## config.mk

```make
export PLATFORM = sky130hd
export DESIGN_NAME = alif_param_load_sequencer_flat
export DESIGN_NICKNAME = d
export VERILOG_FILES = /design/src/rtl/alif_param_load_sequencer_if.sv /design/src/rtl/alif_param_load_sequencer.sv /design/src/flat_wrapper.sv
export SDC_FILE = /design/constraint.sdc
export NUM_CORES = 1
export LEC_CHECK = 0
export CAP_MARGIN = 20
export CORE_MARGIN = 2
export CORE_UTILIZATION = 35
export CTS_BUF_LIST = sky130_fd_sc_hd__clkbuf_4 sky130_fd_sc_hd__clkbuf_8
export DETAILED_ROUTE_END_ITERATION = 8
export PLACE_DENSITY = 0.7
export SETUP_SLACK_MARGIN = 0.4
export SKIP_CTS_REPAIR_TIMING = 1
export SYNTH_ARGS = -nofsm -noshare
export SYNTH_HDL_FRONTEND = slang
export SYNTH_SLANG_ARGS = --single-unit
```

## constraint.sdc

```tcl
create_clock -name clk -period 5.7 [get_ports clk]
set_input_delay 0.57 -clock clk [delete_from_list [all_inputs] [get_ports clk]]
set_output_delay 0.57 -clock clk [all_outputs]
set_load 0.05 [all_outputs]
```

## src/rtl/alif_param_load_sequencer_if.sv

```systemverilog
`default_nettype none
// ============================================================================
// Module      : alif_param_load_sequencer_if
// Description : Request / loader-side signal bundle for the ALIF parameter
//               load sequencer. The master modport is the side that issues
//               requests and steps the loader enable. The slave modport is
//               the sequencer itself.
// Signals     : enable          - step enable, shared with the loader
//               req_valid[1:0]  - per-port request, held until acknowledged
//               req0_params     - port 0 parameter set (31 bits)
//               req1_params     - port 1 parameter set (31 bits)
//               abort           - terminate the frame in flight
//               req_ack[1:0]    - one-cycle accept pulse per port
//               load_enable_out - loader load_enable
//               serial_data_out - loader serial_data_in
//               busy            - frame in progress
//               done            - one-cycle pulse, full frame delivered
//               aborted         - one-cycle pulse, frame cut short
//               last_grant      - port granted most recently
// Revision    : 1.0 - initial release
// ============================================================================
interface alif_param_load_sequencer_if;
    logic        enable;
    logic [1:0]  req_valid;
    logic [30:0] req0_params;
    logic [30:0] req1_params;
    logic        abort;
    logic [1:0]  req_ack;
    logic        load_enable_out;
    logic        serial_data_out;
    logic        busy;
    logic        done;
    logic        aborted;
    logic        last_grant;

    modport master (
        output enable, req_valid, req0_params, req1_params, abort,
        input  req_ack, load_enable_out, serial_data_out, busy, done,
               aborted, last_grant
    );

    modport slave (
        input  enable, req_valid, req0_params, req1_params, abort,
        output req_ack, load_enable_out, serial_data_out, busy, done,
               aborted, last_grant
    );
endinterface
`default_nettype wire

```

## src/rtl/alif_param_load_sequencer.sv

```systemverilog
`default_nettype none
// ============================================================================
// Module      : alif_param_load_sequencer
// Description : Two-port round-robin scheduler and serializer feeding the
//               ALIF neuron serial parameter loader. A granted parameter set
//               is sent as one preamble cycle, 5 x 8 bits MSB-first, then one
//               release cycle. The loader shares the same enable net, so the
//               two blocks step in lockstep.
// Ports       : clk   - clock
//               reset - synchronous active-high reset
//               bus   - alif_param_load_sequencer_if.slave (requests in,
//                       loader drive and status out)
// Parameter packing (req*_params, 31 bits, fields right-aligned):
//               [30:26] unused, [25:23] wa, [22:20] wb, [19:12] leak_rate,
//               [11:4] thr_min, [3:0] leak_cycles
// Revision    : 1.0 - initial release
// ============================================================================
module alif_param_load_sequencer #(
    parameter int FIELD_BITS = 8,
    parameter int NUM_FIELDS = 5
) (
    input  wire logic clk,
    input  wire logic reset,
    alif_param_load_sequencer_if.slave bus
);

    localparam int FRAME_BITS = FIELD_BITS * NUM_FIELDS;
    localparam int CNT_W      = $clog2(FRAME_BITS);
    localparam logic [CNT_W-1:0] LAST_BIT = CNT_W'(FRAME_BITS - 1);
    localparam logic [CNT_W-1:0] CNT_ONE  = CNT_W'(1);

    typedef enum logic [1:0] {
        IDLE     = 2'd0,
        PREAMBLE = 2'd1,
        SHIFT    = 2'd2,
        TAIL     = 2'd3
    } state_t;

    state_t                 state, state_next;
    logic [FRAME_BITS-1:0]  frame, frame_next;
    logic [CNT_W-1:0]       bit_cnt, bit_cnt_next;
    logic [1:0]             ack_q, ack_next;
    logic                   done_q, done_next;
    logic                   aborted_q, aborted_next;
    logic                   grant_q, grant_next;
    logic                   winner;

    // Widen each field to a full byte slot, zero padded on the MSB side.
    function automatic logic [FRAME_BITS-1:0] pack_frame(input logic [30:0] p);
        return {{(FIELD_BITS-3){1'b0}}, p[25:23],
                {(FIELD_BITS-3){1'b0}}, p[22:20],
                p[19:12],
                p[11:4],
                {(FIELD_BITS-4){1'b0}}, p[3:0]};
    endfunction

    // Upper parameter bits carry no field.
    logic unused_pad;
    assign unused_pad = ^{bus.req0_params[30:26], bus.req1_params[30:26]};

    // ------------------------------------------------------------------
    // State register
    // ------------------------------------------------------------------
    always_ff @(posedge clk) begin
        if (reset) begin
            state     <= IDLE;
            frame     <= '0;
            bit_cnt   <= '0;
            ack_q     <= 2'b00;
            done_q    <= 1'b0;
            aborted_q <= 1'b0;
            grant_q   <= 1'b1;   // port 0 wins the first contention
        end else begin
            state     <= state_next;
            frame     <= frame_next;
            bit_cnt   <= bit_cnt_next;
            ack_q     <= ack_next;
            done_q    <= done_next;
            aborted_q <= aborted_next;
            grant_q   <= grant_next;
        end
    end

    // ------------------------------------------------------------------
    // Next-state logic. Pulse outputs default to 0 so they last exactly
    // one cycle even while enable is low.
    // ------------------------------------------------------------------
    always_comb begin
        state_next   = state;
        frame_next   = frame;
        bit_cnt_next = bit_cnt;
        ack_next     = 2'b00;
        done_next    = 1'b0;
        aborted_next = 1'b0;
        grant_next   = grant_q;
        winner       = 1'b0;

        case (state)
            IDLE: begin
                if (bus.enable && (bus.req_valid != 2'b00)) begin
                    // Contention goes to the port not served last time.
                    if (bus.req_valid == 2'b11) begin
                        winner = ~grant_q;
                    end else begin
                        winner = bus.req_valid[1];
                    end
                    grant_next = winner;
                    ack_next   = winner ? 2'b10 : 2'b01;
                    frame_next = winner ? pack_frame(bus.req1_params)
                                        : pack_frame(bus.req0_params);
                    state_next = PREAMBLE;
                end
            end

            PREAMBLE: begin
                // Abort is honoured even on an enable-low edge.
                if (bus.abort) begin
                    aborted_next = 1'b1;
                    state_next   = IDLE;
                end else if (bus.enable) begin
                    bit_cnt_next = '0;
                    state_next   = SHIFT;
                end
            end

            SHIFT: begin
                if (bus.abort) begin
                    aborted_next = 1'b1;
                    state_next   = IDLE;
                end else if (bus.enable) begin
                    frame_next   = {frame[FRAME_BITS-2:0], 1'b0};
                    bit_cnt_next = bit_cnt + CNT_ONE;
                    if (bit_cnt == LAST_BIT) begin
                        state_next = TAIL;
                    end
                end
            end

            TAIL: begin
                // Load enable is low here so the loader can leave READY.
                if (bus.enable) begin
                    done_next  = 1'b1;
                    state_next = IDLE;
                end
            end

            default: begin
                state_next = IDLE;
            end
        endcase
    end

    // ------------------------------------------------------------------
    // Outputs, all decoded from registered state.
    // ------------------------------------------------------------------
    assign bus.req_ack         = ack_q;
    assign bus.done            = done_q;
    assign bus.aborted         = aborted_q;
    assign bus.last_grant      = grant_q;
    assign bus.busy            = (state != IDLE);
    assign bus.load_enable_out = (state == PREAMBLE) || (state == SHIFT);
    assign bus.serial_data_out = (state == SHIFT) && frame[FRAME_BITS-1];

endmodule
`default_nettype wire
```

## src/flat_wrapper.sv

```systemverilog
// flat-port wrapper written by rule: the top's interface ports become plain ports
module alif_param_load_sequencer_flat 
#(
    parameter int FIELD_BITS = 8,
    parameter int NUM_FIELDS = 5
)
  (clk, reset, bus_enable, bus_req_valid, bus_req0_params, bus_req1_params, bus_abort, bus_req_ack, bus_load_enable_out, bus_serial_data_out, bus_busy, bus_done, bus_aborted, bus_last_grant);
  alif_param_load_sequencer_if bus_i ();
  input  wire logic clk;
  input  wire logic reset;
  input wire logic [$bits(bus_i.enable)-1:0] bus_enable;
  input wire logic [$bits(bus_i.req_valid)-1:0] bus_req_valid;
  input wire logic [$bits(bus_i.req0_params)-1:0] bus_req0_params;
  input wire logic [$bits(bus_i.req1_params)-1:0] bus_req1_params;
  input wire logic [$bits(bus_i.abort)-1:0] bus_abort;
  output wire logic [$bits(bus_i.req_ack)-1:0] bus_req_ack;
  output wire logic [$bits(bus_i.load_enable_out)-1:0] bus_load_enable_out;
  output wire logic [$bits(bus_i.serial_data_out)-1:0] bus_serial_data_out;
  output wire logic [$bits(bus_i.busy)-1:0] bus_busy;
  output wire logic [$bits(bus_i.done)-1:0] bus_done;
  output wire logic [$bits(bus_i.aborted)-1:0] bus_aborted;
  output wire logic [$bits(bus_i.last_grant)-1:0] bus_last_grant;
  assign bus_i.enable = bus_enable;
  assign bus_i.req_valid = bus_req_valid;
  assign bus_i.req0_params = bus_req0_params;
  assign bus_i.req1_params = bus_req1_params;
  assign bus_i.abort = bus_abort;
  assign bus_req_ack = bus_i.req_ack;
  assign bus_load_enable_out = bus_i.load_enable_out;
  assign bus_serial_data_out = bus_i.serial_data_out;
  assign bus_busy = bus_i.busy;
  assign bus_done = bus_i.done;
  assign bus_aborted = bus_i.aborted;
  assign bus_last_grant = bus_i.last_grant;
  alif_param_load_sequencer #(.FIELD_BITS(FIELD_BITS), .NUM_FIELDS(NUM_FIELDS)) u_core (.clk(clk), .reset(reset), .bus(bus_i));
endmodule
```

==> results.ini <==
[status]
outcome=complete, no violations

[global_route]
grt_pass1_vias=2059
grt_max_degree=72
grt_pass1_wl_mm=8.880
grt-ovfl-total=0
grt.total_usage=0.1399
antenna_found_initial=0

[critical_path]
worst-path-max-fanout=6
r2r_start=u_core.state[0]
start_kind=flop
worstSetupPathType=flop to output port
crit_path_end_kind=output port
r2r_slack_ps=3340
r2r-end=u_core.frame[2]
r2r_cells=7
critical_path_required_ps=5130
crit_chain=inv_1 -> ha_2 -> and2_1 -> clkdlybuf4s50_1
cpPeakStageDelay_ps=800
cp_slowest_cell=clkdlybuf4s50_1
arrival_ps=2020

[worst_hold_path]
holdCritPathClass=flop to flop
min_from=u_core.frame[4]
min_to=u_core.frame[4]
hold_path_depth=2

[power]
combPwrFrac=0.216
power.total_w=0.0007846
p_sw_w=0.0002180
ir_worst_vdd_mv=0.1264
p_int_w=0.0005666
p_per_area_mw_per_mm2=236.5
pwr-share-seq=0.515
leakagePower_nw=1.212
clockPowerShare=0.268
swShare=0.2778

[timing]
fin_setup_tns_ps=0
rsz0062_at_grt=false
slew_viol_final=0
holdWs_ps=457.1
finClkSkew_ps=10.82
hold_viol_final=0
relSlewSlack=0.4432
finalSetupViolCount=0
timing.final.crit_period_ps=2587
min_period_over_period=0.4538
fmax_mhz=386.6
worst_pin_slew_ps=832.7

[logic_synthesis]
yosys.cell_types.count=37
synth_nets=354
async_reset_ff_frac=0
yosysTopAreaCellShare=0.4167
synthCells=280
netlist_area_mm2=0.002546
synth.area.top_cells=dfxtp_1 (42%), mux2i_1 (10%), a22o_1 (8.9%), nand2_1 (6.0%), o21ai_0 (5.5%)
ys.flop_type=dfxtp_1
synth-seq-cells=53
yosys_warnings=0
avgSynthCellArea_um2=9.094
synth_commonest_cells=dfxtp_1 (53), nand2_1 (41), o21ai_0 (28)
synth-edff-count=0
yosysTopAreaCell=dfxtp_1
ys_seq_area_frac=0.4167
synth.most_common_cell=dfxtp_1

[clock_network]
clk_latency_ps=300
cts.clk_slew.worst_paths_ps=90
ctsHtreeMaxLevel=2
cts_buffers=5
cts.sinks=53
cts_tree=yes
clock_path_buffers=2
clock-root-buffer=clkbuf_8

[cells_and_area]
nNetsFinal=408
register_area_mm2=0.001061
final_layout_size_suffix_gt1_frac=0.05090
multi_input_area_mm2=0.001350
utilization=0.4648
fillCellCount=723
area_delta_synth_final_pct=30.27
antenna_cells=0

[route]
num_vias=2164
drc=0
drtIter0Drc=134
totalWireLength_mm=5.402
first_pass_iters=4
drtAntennaViolNets=0
wl_per_cell_um=12.48
post_drt_via_cell_ratio=4.998

[die]
initial_core_util=0.3568
num_rows=31
dieArea_mm2=0.007973
coreArea_mm2=0.007137
dieWidth_um=89.29
die_h_um=89.29
io_pins=76

[placement]
place_hpwl_mm=3.789
port_buffers=65
gp_congestion=0.7412

[job]
cap_violations=0

[per-layer routing]
metal,track usage,vias to the layer above,part of all wire
met2,0.2418,42,0.47
met3,0.03786,7,0.067
met1,0.1686,1013,0.45
met4,0.04478,0,0.012
li1,-,1102,-
met5,0,-,0
[area by class of cell]
cell class / count / share of cell area
clock buffer: 6 / 0.02301
tap: 99 / 0.03734
timing repair buffer: 67 / 0.2045
clock inverter: 1 / 0.002641
multi-input combinational: 202 / 0.4070
inverter: 5 / 0.005658
sequential: 53 / 0.3199
[metrics by stage]
step | std cells | instance area [µm²] | setup slack [ps]
global route | 433 | 3317 | 3041
CTS | 432 | 3297 | 2326
detailed placement | 425 | 3212 | 2688
global placement | 425 | 3212 | 2703
floorplan | 280 | 2546 | 3421
finish | 433 | 3317 | 3113
[worst max path at each step]
stage | from | endpoint | slack [ps]
2_1_floorplan | u_core.state[0] | bus_serial_data_out | 3420
3_3_place_gp | u_core.state[0] | bus_serial_data_out | 2700
3_5_place_dp | u_core.state[0] | bus_serial_data_out | 2690
4_1_cts | u_core.state[0] | bus_serial_data_out | 2330
5_1_grt | u_core.state[0] | bus_serial_data_out | 3040
6_report | u_core.state[0] | bus_serial_data_out | 3110
[layout by cell type, fill, tap and decap left out, types with 3 or more instances in the layout]
cell type        netlist  final
a21oi_1               17     17
a22o_1                26     26
and2_1                 3      3
and3_1                 3      3
clkbuf_8               0      5
clkdlybuf4s50_1        0     65
dfxtp_1               53     53
ha_1                   6      5
inv_1                  5      5
mux2i_1               26     26
nand2_1               41     41
nand3_1               18     18
nand4_1                3      3
nor2_1                 8      8
o21ai_0               28     28
xor2_1                 5      5
[power groups by stage]
stage	clock network [W]	registers (W)	logic, W
6_report	0.000211	0.000404	0.000170
3_3_place_gp	0	0.000412	0.000168
5_1_grt	0.000233	0.000407	0.000186
4_1_cts	0.000218	0.000404	0.000172
3_5_place_dp	0	0.000413	0.000171
2_1_floorplan	0	0.000415	0.000108
[state kept, by name, summed over array words and instances (netlist names)]
signal,flops
u_core.bus.done,1
u_core.frame,40
u_core.bus.last_grant,1
u_core.bus.req_ack,2
u_core.state,2
u_core.bit_cnt,6
u_core.bus.aborted,1
[worst max-delay path, delay by kind of cell (launching register included)]
kind | cells | cell delay [ps]
buffers and inverters | 2 | 920
flip-flops | 1 | 350
adder cells (fa/ha/maj) | 1 | 290
AND/OR/NAND/NOR | 1 | 150
[kinds of logic after synthesis]
kind of cell,Yosys count,synth area share
AOI/OAI and AO/OA,81,0.2138
xor gates and xnor gates,5,0.01720
adders and majority gates,6,0.02948
buffers and inverters,25,0.05848
DFF,53,0.4167
muxes,26,0.1022
and+or+nand+nor,84,0.1622
(Power assumes the default switching activity.)
==> patch 1 (config.mk and constraints unchanged) <==
Encoding of `state_t`: now Gray code (2 bits for 4 states).
--- a/src/rtl/alif_param_load_sequencer.sv
+++ b/src/rtl/alif_param_load_sequencer.sv
@@ -30,10 +30,10 @@
     localparam logic [CNT_W-1:0] CNT_ONE  = CNT_W'(1);
 
     typedef enum logic [1:0] {
-        IDLE     = 2'd0,
-        PREAMBLE = 2'd1,
-        SHIFT    = 2'd2,
-        TAIL     = 2'd3
+        IDLE     = 2'b00,
+        PREAMBLE = 2'b01,
+        SHIFT    = 2'b11,
+        TAIL     = 2'b10
     } state_t;
 
     state_t                 state, state_next;
Formal check against the unedited RTL: same outputs for any inputs over 10 cycles, from zero or initial values and one cycle with reset high; not proved beyond that.
==> patch 1 against the original RTL <==
Sequential share of layout area is 0.32 points higher. Routed wire length increased by 11%. Synthesized area is 1.8% lower. Sequential power decreased by 1%. Setup slack worse by 0.0033 ns. Hold slack improved by 0.018 ns. Power up 3.5%. Clock power increased by 24%. Synthesized cell count is 11% higher. Global-route usage grew 1.4 points. Largest cell class unchanged. Combinational power is 11% lower. Cell area is 0.98% lower. Sequential cell count did not move.
==> patch 1: results <==
group,metric,value,unit
pwr,leakage,1.295,nW
setup_path,critPathLaunch,"u_core.state[1]",
status,status,"finished clean",
routing,wl_met2,2803,µm
sta,finClkSkew,0.01284,ns
global_route,met1_usage,20.09,%
sta,tightest_slew,1.041,ns
routing,wl_met1,2898,µm
logic_synthesis,netlist_top_cells_area,"dfxtp_1 (42%), a22o_1 (9.1%), nand2_1 (8.7%)",
setup_path,critPathCapture,"bus_busy",
setup_path,rr_endpoint,"u_core.frame[8]",
placed_design,hpwl,3957,µm
pwr,p_seq,0.000399,W
routing,drt_iter0_drc,98,
setup_path,rr_worst_depth,4,
global_route,grt_max_degree,55,
global_route,grt_util_all_layers,15.36,%
placed_design,gp_congestion,0.7716,
setup_path,rrSetupSlack,3.55,ns
setup_path,worstPathMaxFanout,15,
logic_synthesis,synth.distinct_cells,38,
routing,met3WireLength,228,µm
pwr,ir_drop,0.0001081,V
sta,min_period_over_period,45.44,%
global_route,grt_use_met2,25.84,%
cells_and_area,drive_above_1_share,4.735,%
logic_synthesis,synth_seq_area_share,42.42,%
global_route,grt_pass1_vias,2138,
logic_synthesis,synth_nets,379,
pwr,p_int,0.0005947,W
global_route,grt.met3_usage,3.078,%
## patch 1: worst min-delay path, stage by stage (launching register included)
cell and delay (ns):
dfxtp_1 0.31, nand4_1 0.06, a21oi_1 0.06
## patch 1: worst min path at each step
stage / startpoint / to / slack [ns] / depth (start not counted)
2_1_floorplan: u_core.frame[2] / u_core.frame[2] / 0.44 / 1
3_3_place_gp: u_core.bit_cnt[1] / u_core.bit_cnt[1] / 0.46 / 2
3_5_place_dp: u_core.frame[4] / u_core.frame[5] / 0.46 / 2
4_1_cts: u_core.frame[28] / u_core.frame[29] / 0.48 / 2
5_1_grt: u_core.frame[5] / u_core.frame[6] / 0.50 / 2
6_report: u_core.frame[28] / u_core.frame[29] / 0.47 / 2
## patch 1: logic make-up (layout without fill, tap and decap cells)
kind of cell | count (synthesis) | in the layout | share of synthesized area (%)
simple gates | 133 | 133 | 24.66
compound gates | 84 | 84 | 23.41
flops | 53 | 53 | 42.42
buf+inv | 31 | 80 | 5.952
xor+xnor | 4 | 4 | 1.401
mux | 4 | 4 | 1.651
fa+ha+maj | 1 | 1 | 0.5002
## patch 1: area by class of cell
cell class              count  area share (%)
clock buffers               5           2.095
inverters                   4          0.4571
well taps                  96           3.657
flip-flops and latches     53           32.30
multi-input cells         226           39.43
repair buffers             68           20.72
clock inverters             3           1.333
## patch 1: per-stage QoR
stage | utilization (%) | std cells | hold WS (ns) | power [W]
detailed placement | 45.96 | 446 | 0.4635 | 0.0005582
global route | 47.81 | 455 | 0.4984 | 0.0008481
floorplan | - | 310 | 0.4429 | 0.0005002
finish | 47.81 | 455 | 0.4748 | 0.0008124
CTS | 47.60 | 454 | 0.4790 | 0.0008176
global placement | 45.96 | 446 | 0.4566 | 0.0005567
==> patch 2 (same flow settings) <==
Made on the original files. Make the reset (`reset`) asynchronous in one clocked block. Comments in the files are not updated.
--- a/src/rtl/alif_param_load_sequencer.sv
+++ b/src/rtl/alif_param_load_sequencer.sv
@@ -61,7 +61,7 @@
     // ------------------------------------------------------------------
     // State register
     // ------------------------------------------------------------------
-    always_ff @(posedge clk) begin
+    always_ff @(posedge clk or posedge reset) begin
         if (reset) begin
             state     <= IDLE;
             frame     <= '0;
Function: differs if reset is asserted again (counterexample within 4 cycles, from zero or initial values and one cycle with reset high); with reset held inactive, the same outputs for 10 cycles.
==> patch 2 against the original RTL <==
Synthesized cell count decreased by 1.4%. Synthesized area increased by 13%. Routed wire length increased by 1.1%. Core utilization decreased by 0.65 points. Cell area increased by 12%. Count of clock-buffer cells in the layout unchanged. Die area increased by 12%. Sequential cell count unchanged. Setup slack got worse by 0.73 ns. Critical path type unchanged. Largest cell class unchanged.
Power is not compared: it rests on default switching activity, and its combinational part moved more than twofold at a synthesized area within 25%.
==> patch 2: results <==
group,metric,value,unit
status,status,"finished clean",
logic_synthesis,netlist_top_cells_area,"dfrtp_1 (45%), mux2_4 (10%), mux2i_1 (8.7%)",
cells_and_area,drive_above_1_share,13.43,%
logic_synthesis,synth_warnings,0,
logic_synthesis,synth_seq_area_share,46.15,%
cells_and_area,diodes,0,
clock_network,path_clk_slew,0.10,ns
logic_synthesis,synth_nets,349,
placed_design,portBuffers,65,
clock_network,h-tree-depth,2,
placed_design,place_inst,430,
worst_hold_path,worstHoldPathCells,2,
setup_path,rr_worst_depth,6,
setup_path,rrSetupSlack,3.15,ns
logic_synthesis,synth.distinct_cells,38,
cells_and_area,top_register,"u_core.frame",
sta,finClkSkew,0.01317,ns
pwr,leakage,1.584,nW
logic_synthesis,yosys-top-cells-count,"nand2_1 (62), dfrtp_1 (52), o21ai_0 (46), mux2i_1 (25), mux2_4 (20)",
global_route,grt_max_degree,55,
setup_path,worstPathMaxFanout,53,
sta,fin_hold_ws,0.4751,ns
sta,tightest_slew,0.6563,ns
clock_network,clock_latency,0.31,ns
cells_and_area,top_regs,"u_core.frame (40), u_core.bit_cnt (6)",
routing,avgRoutedWirePerCell,12.41,µm
logic_synthesis,ys_async_sr_fraction,100.0,%
routing,drt_iter0_drc,84,
routing,via_per_inst,4.768,
setup_path,cpPeakStageDelay,0.80,ns
pwr,ir_drop,0.0003163,V
clock_network,cts-root-buf,"clkbuf_8",
cells_and_area,n_fill_cell,772,
logic_synthesis,synthCells,276,
cells_and_area,final_nets,407,
setup_path,crit_slowest_cell,"clkdlybuf4s50_1",
placed_design,placed_cell_area,3553,µm²
placed_design,gp_congestion,0.7131,
global_route,grt_first_pass_wirelength,9135,µm
logic_synthesis,synth_flop_cell,"dfrtp_1",
clock_network,cts-buffers-inserted,5,
placed_design,hpwl,3700,µm
global_route,grt_util_all_layers,12.76,%
sta,worst_slack,2.384,ns
routing,drt_first_pass_iters,5,
placed_design,place_ws,2.707,ns
worst_hold_path,holdCritPathClass,"flop to flop",
global_route,grt_pass1_vias,2043,
cells_and_area,synthToLayoutAreaGrowth,28.93,%
routing,vias,2098,
==> patch 2: cell count changes in the layout (fill, tap and decap cells not counted), moves of 4 or more <==
cell,before,now
nand2_1,41,62
dfrtp_1,0,52
a22o_1,26,1
xor2_1,5,0
mux2_4,0,20
a21oi_1,17,1
nand3_1,18,5
dfxtp_1,53,0
mux2_2,0,5
o21ai_0,28,46
nor2_1,8,4
==> patch 2: power by group through the flow <==
stage	clock [W]	combinational, W	sequential (W)
after floorplan	0	0.000443	0.000600
after global placement	0	0.000568	0.000577
after detailed placement	0	0.000578	0.000583
after CTS	0.000271	0.000583	0.000578
after global routing	0.000282	0.000632	0.000593
final	0.000263	0.000581	0.000578
==> patch 2: routing by layer <==
layer / routed length, µm / track usage (%)
met2: 2488 / 21.57
met1: 2608 / 16.45
met4: 73 / 3.986
met3: 289 / 2.554
met5: 0 / 0
==> patch 2: area by class of cell <==
class	instances	area share, %
inverter	7	0.7085
clock inverter	2	1.046
multi-input combinational	198	37.82
clock buffer	6	2.058
sequential	53	35.80
tap	105	3.543
timing repair buffer	69	19.03
==> patch 2: final timing paths <==
check / endpoint / from
setup reg to reg: u_core.frame[24] / u_core.state[0]
hold / removal: u_core.frame[39] / u_core.frame[39]
setup / recovery: bus_serial_data_out / u_core.state[0]
max in group asynchronous: u_core.bus.last_grant / reset
min in group asynchronous: u_core.bus.aborted / reset
hold reg to reg: u_core.frame[39] / u_core.frame[39]
==> patch 2: critical path, delay by kind of cell, from the launching register on <==
family	cells	cell delay, ns
buf+inv	3	1.39
flops	1	0.44
fa+ha+maj	1	0.40
simple gates	1	0.19
==> patch 2: cells by family after synthesis <==
kind of cell	share of synthesized area (%)
compound gates	12.40
fa+ha+maj	2.175
buf+inv	5.568
flops	46.15
mux	21.49
simple gates	12.22
